==> config.mk <==
export PLATFORM = sky130hd
export DESIGN_NAME = sw_debounce_sync
export DESIGN_NICKNAME = d
export VERILOG_FILES = /design/src/rtl/sw_debounce_sync.sv
export SDC_FILE = /design/constraint.sdc
export NUM_CORES = 1
export LEC_CHECK = 0
export CAP_MARGIN = 20
export CORE_MARGIN = 5
export CORE_UTILIZATION = 55
export DETAILED_ROUTE_END_ITERATION = 10
export DONT_BUFFER_PORTS = 1
export PLACE_DENSITY_LB_ADDON = 0.15
export SYNTH_ARGS = -nofsm -noshare
export SYNTH_HDL_FRONTEND = slang
export SYNTH_SLANG_ARGS = --single-unit
==> constraint.sdc <==
create_clock -name clk -period 3.1 [get_ports clk]
set_clock_uncertainty 0.1 [all_clocks]
set_input_delay 0.62 -clock clk [delete_from_list [all_inputs] [get_ports clk]]
set_output_delay 0.62 -clock clk [all_outputs]
set_load 0.1 [all_outputs]
==> src/rtl/sw_debounce_sync.sv <==
// Slide-switch conditioner: multi-flop synchronizer followed by a whole-vector
// debounce filter that commits a new value only after it holds steady.
module sw_debounce_sync #(
  parameter int WIDTH           = 18,
  parameter int SYNC_STAGES     = 2,
  parameter int DEBOUNCE_CYCLES = 1000000,
  localparam int NDIG           = (WIDTH + 3) / 4
) (
  input  logic             clk,
  input  logic             rst_n,
  input  logic [WIDTH-1:0] sw_in,
  output logic [WIDTH-1:0] sw_stable,
  output logic             update,
  output logic [NDIG-1:0]  digit_mask
);

  localparam int CW   = $clog2(DEBOUNCE_CYCLES + 1);
  localparam int PADW = NDIG * 4;
  localparam logic [CW-1:0] CNT_DONE = CW'(DEBOUNCE_CYCLES);
  localparam logic [CW-1:0] CNT_ONE  = CW'(1);

  typedef enum logic {
    IDLE  = 1'b0,
    COUNT = 1'b1
  } state_t;

  state_t                             state;
  logic [CW-1:0]                      cnt;
  logic [WIDTH-1:0]                   candidate;
  logic [SYNC_STAGES-1:0][WIDTH-1:0]  sync_ff;
  logic [WIDTH-1:0]                   sync_q;
  logic [PADW-1:0]                    diff_pad;
  logic [NDIG-1:0]                    mask_next;

  // sw_in is asynchronous; only the first synchronizer stage may sample it.
  always_ff @(posedge clk or negedge rst_n) begin
    if (!rst_n) begin
      sync_ff <= '0;
    end else begin
      sync_ff <= {sync_ff[SYNC_STAGES-2:0], sw_in};
    end
  end

  assign sync_q = sync_ff[SYNC_STAGES-1];

  // A partial top nibble is zero-padded so it still reports its own change.
  always_comb begin
    diff_pad             = '0;
    diff_pad[WIDTH-1:0]  = candidate ^ sw_stable;
    mask_next            = '0;
    for (int i = 0; i < NDIG; i++) begin
      mask_next[i] = |diff_pad[i*4 +: 4];
    end
  end

  // update is a one-cycle strobe with no back-pressure: the consumer must
  // take sw_stable/digit_mask on the cycle update is high.
  always_ff @(posedge clk or negedge rst_n) begin
    if (!rst_n) begin
      state      <= IDLE;
      cnt        <= '0;
      candidate  <= '0;
      sw_stable  <= '0;
      update     <= 1'b0;
      digit_mask <= '0;
    end else begin
      update     <= 1'b0;
      digit_mask <= '0;
      case (state)
        IDLE: begin
          if (sync_q != sw_stable) begin
            candidate <= sync_q;
            cnt       <= CNT_ONE;
            state     <= COUNT;
          end
        end
        COUNT: begin
          if (sync_q == sw_stable) begin
            cnt   <= '0;
            state <= IDLE;
          end else if (sync_q != candidate) begin
            candidate <= sync_q;
            cnt       <= CNT_ONE;
          end else if (cnt == CNT_DONE) begin
            sw_stable  <= candidate;
            update     <= 1'b1;
            digit_mask <= mask_next;
            cnt        <= '0;
            state      <= IDLE;
          end else begin
            cnt <= cnt + CNT_ONE;
          end
        end
        default: begin
          cnt   <= '0;
          state <= IDLE;
        end
      endcase
    end
  end

endmodule
==> run summary <==
R2R depth: 8
Reg-to-reg slack, setup: 0.55 ns
Port Buffers: 0
Post-Route Setup TNS: 0 ns
Routed wire length: 8.233 mm
Tmin final: 2.555 ns
Hold crit path type: input pin to async pin
Worst Path Arrival: 2.70 ns
1st-pass router iterations: 4
Insertion delay to the later sink of the worst-skew pair: 0.37 ns
Initial antenna violation count: 0
Syn Area/Cell: 12.72 µm²
CTS root buffer: clkbuf_8
Rows: 32
RR Startpoint: candidate[7]$_DFFE_PN0P_
Synth-to-layout area growth: 10.77%
Routed WL per cell: 17.55 µm
Clk buf depth: 2
Critical path required time: 3.25 ns
Initial core utilization: 0.5594
Global-route wire length before repair: 13.92 mm
Count of final hold-check violations: 0
DRC: 0
Crit path max-delay family: simple AND/OR/NAND/NOR gates
DR vias/cell: 5.663
CTS sink cnt: 99
CTS buffer count: 9
Peak supply drop: 307.4 µV
DP Wirelength: 5.663 mm
DR iter-0 viols: 106
Seq/Total Area, Yosys: 0.5761
Cts repair resizes: 0
Slew HR: 0.4111
Max-cap violations: 0
RD Place Congestion: 0.8637
Die Ht: 98.43 µm
Total number of vias: 2656
I/O pins: 44
Post-route ant nets: 0
Top cells by area, synth: dfrtp_1 (58%), mux2_2 (9.4%), xnor2_1 (7.3%)
Number of synthesized register bits: 99
Outcome: completed
Congestion Overflow GR: 0
Worst-path maximum fanout: 24
Worst-Margin Slew: 0.8839 ns
Largest net degree at the start of global routing: 100
Unique cell type count in the Yosys netlist: 35
Syn. warnings: 0
Unrepaired setup endpoints after global routing: no
Slowest cell on the critical path: dfrtp_1
Leak Pwr: 2.090 nW
CTS tree: built
Fmax: 391.4 MHz
Nets: 384
Setup WS pre-CTS: 0.5411 ns
Die area: 9687 µm²
Area leader, netlist: dfrtp_1
Vias in the first global route: 2721
Power Dens Cells: 466.7 nW/µm²
Slowest stage delay, CP: 0.44 ns
Setup CP Type: flop to flop
Critical path startpoint: candidate[7]$_DFFE_PN0P_
Reg-to-reg endpoint: sw_stable[15]$_DFFE_PN0P_
Core footprint: 7687 µm²
Final number of setup-violating endpoints: 0
CTS clk-pin slew, worst paths: 0.11 ns
Critical Path Start Type: flop
Period Utilization, post-route: 0.8241
# diodes: 0
Slew Limit Fails: 0
Final worst slack: 0.5452 ns
Top-area cell type share of the netlist area: 0.5761
Synth Net Count: 360
Crit end category: flop
H-tree depth: 3
Mapped Cells: 338
GRT Total Usage: 0.1830
Crit path buf inv count: 2
Synth Cell Area: 4300 µm²
Crit-path cells: xnor2_1 -> nand4_1 -> nor4_1 -> nand4_1 -> buf_4 -> nor3b_4 -> buf_4 -> mux2_2
Die extent in x: 98.43 µm
Layout cell share with drive strength beyond 1: 0.2207
==> layer usage <==
metal  global-route usage  part of all wire
met1               0.2415              0.44
met2               0.2902              0.49
met3              0.06086             0.049
met4              0.05462             0.019
met5                    0                 0
==> Yosys cell counts (all sizes together) <==
master and count:
mux2 36, o31a 1, or4 1, a2111oi 2, nand2 18, a21boi 1
nor3b 1, nand4 11, xor2 21, o31ai 1, a21o 3, inv 5
and3 3, nor4b 2, nor2 15, xnor2 36, or2 1, a21oi 1
clkbuf 4, buf 9, and2 2, a22o 4, o41a 4, nor4 16
nand3 11, dfrtp 99, a221o 12, nor3 7, o21ai 4, ha 2
nand2b 5
==> what timing repair did <==
action / 4_1_cts / 5_1_grt
hold buffers: 1 / 0
setup buffers: 0 / 0
hold endpoints to repair: 99 / 0
==> through the flow <==
step | total power, mW | std cells | instance area (µm²) | hold slack, ns | util
global route | 2.326 | 469 | 4763 | 0.08518 | 0.6196
global placement | 1.445 | 452 | 4547 | 0.2285 | 0.5915
finish | 2.223 | 469 | 4763 | 0.06471 | 0.6196
CTS | 2.256 | 469 | 4763 | 0.08204 | 0.6196
floorplan | 1.426 | 338 | 4300 | 0.2244 | -
detailed placement | 1.446 | 452 | 4547 | 0.2289 | 0.5915
==> worst max path at each step <==
stage	endpoint	slack [ns]	cells past startpoint
final	sw_stable[15]$_DFFE_PN0P_	0.55	8
after CTS	sw_stable[16]$_DFFE_PN0P_	0.52	8
after global routing	sw_stable[7]$_DFFE_PN0P_	0.36	8
after global placement	sw_stable[12]$_DFFE_PN0P_	0.55	8
after floorplan	candidate[10]$_DFFE_PN0P_	0.27	8
after detailed placement	sw_stable[9]$_DFFE_PN0P_	0.54	8
==> flip-flops by register name (all words and copies together) (netlist names) <==
register,flops
sync_q,18
sync_ff,18
candidate,18
digit_mask,5
state,1
update,1
sw_stable,18
cnt,20
==> layout make-up <==
| class | count | area [µm²] |
|---|---|---|
| Clock inverter | 6 | 61.31 |
| Tap cell | 102 | 127.6 |
| Sequential cell | 99 | 2477 |
| Multi-Input combinational cell | 221 | 1735 |
| Timing Repair Buffer | 26 | 215.2 |
| Inverter | 5 | 18.77 |
| Clock buffer | 10 | 127.6 |
| Fill cell | 639 | 2924 |
==> cell families after synthesis <==
| group | count (synthesis) | synth area share |
|---|---|---|
| multiplexers | 36 | 0.09427 |
| AO/OA/AOI/OAI | 33 | 0.06721 |
| flip-flops | 99 | 0.5761 |
| adder cells (fa/ha/maj) | 2 | 0.005818 |
| AND/OR/NAND/NOR | 93 | 0.1202 |
| XOR/XNOR | 57 | 0.1161 |
| buffers and inverters | 18 | 0.02037 |
==> cells in the final DEF (no fill, tap or decap), drive strengths merged, types with 3 or more instances in the layout <==
cell type	count
and3	3
nand2	18
o21ai	4
nand4	11
clkinv	4
a22o	4
nor4	16
nand3	11
nor2	15
xnor2	36
o41a	4
nand2b	5
inv	6
xor2	21
a221o	12
buf	26
a21o	3
dfrtp	99
clkbuf	10
mux2	36
nor3	7
==> power breakdown <==
part | internal (mW) | total [mW] | switching (mW)
Clock | 0.309 | 0.776 | 0.467
Sequential | 1.33 | 1.36 | 0.0336
Combinational | 0.0410 | 0.0874 | 0.0464
No activity file was read; power rests on OpenSTA's default activity.
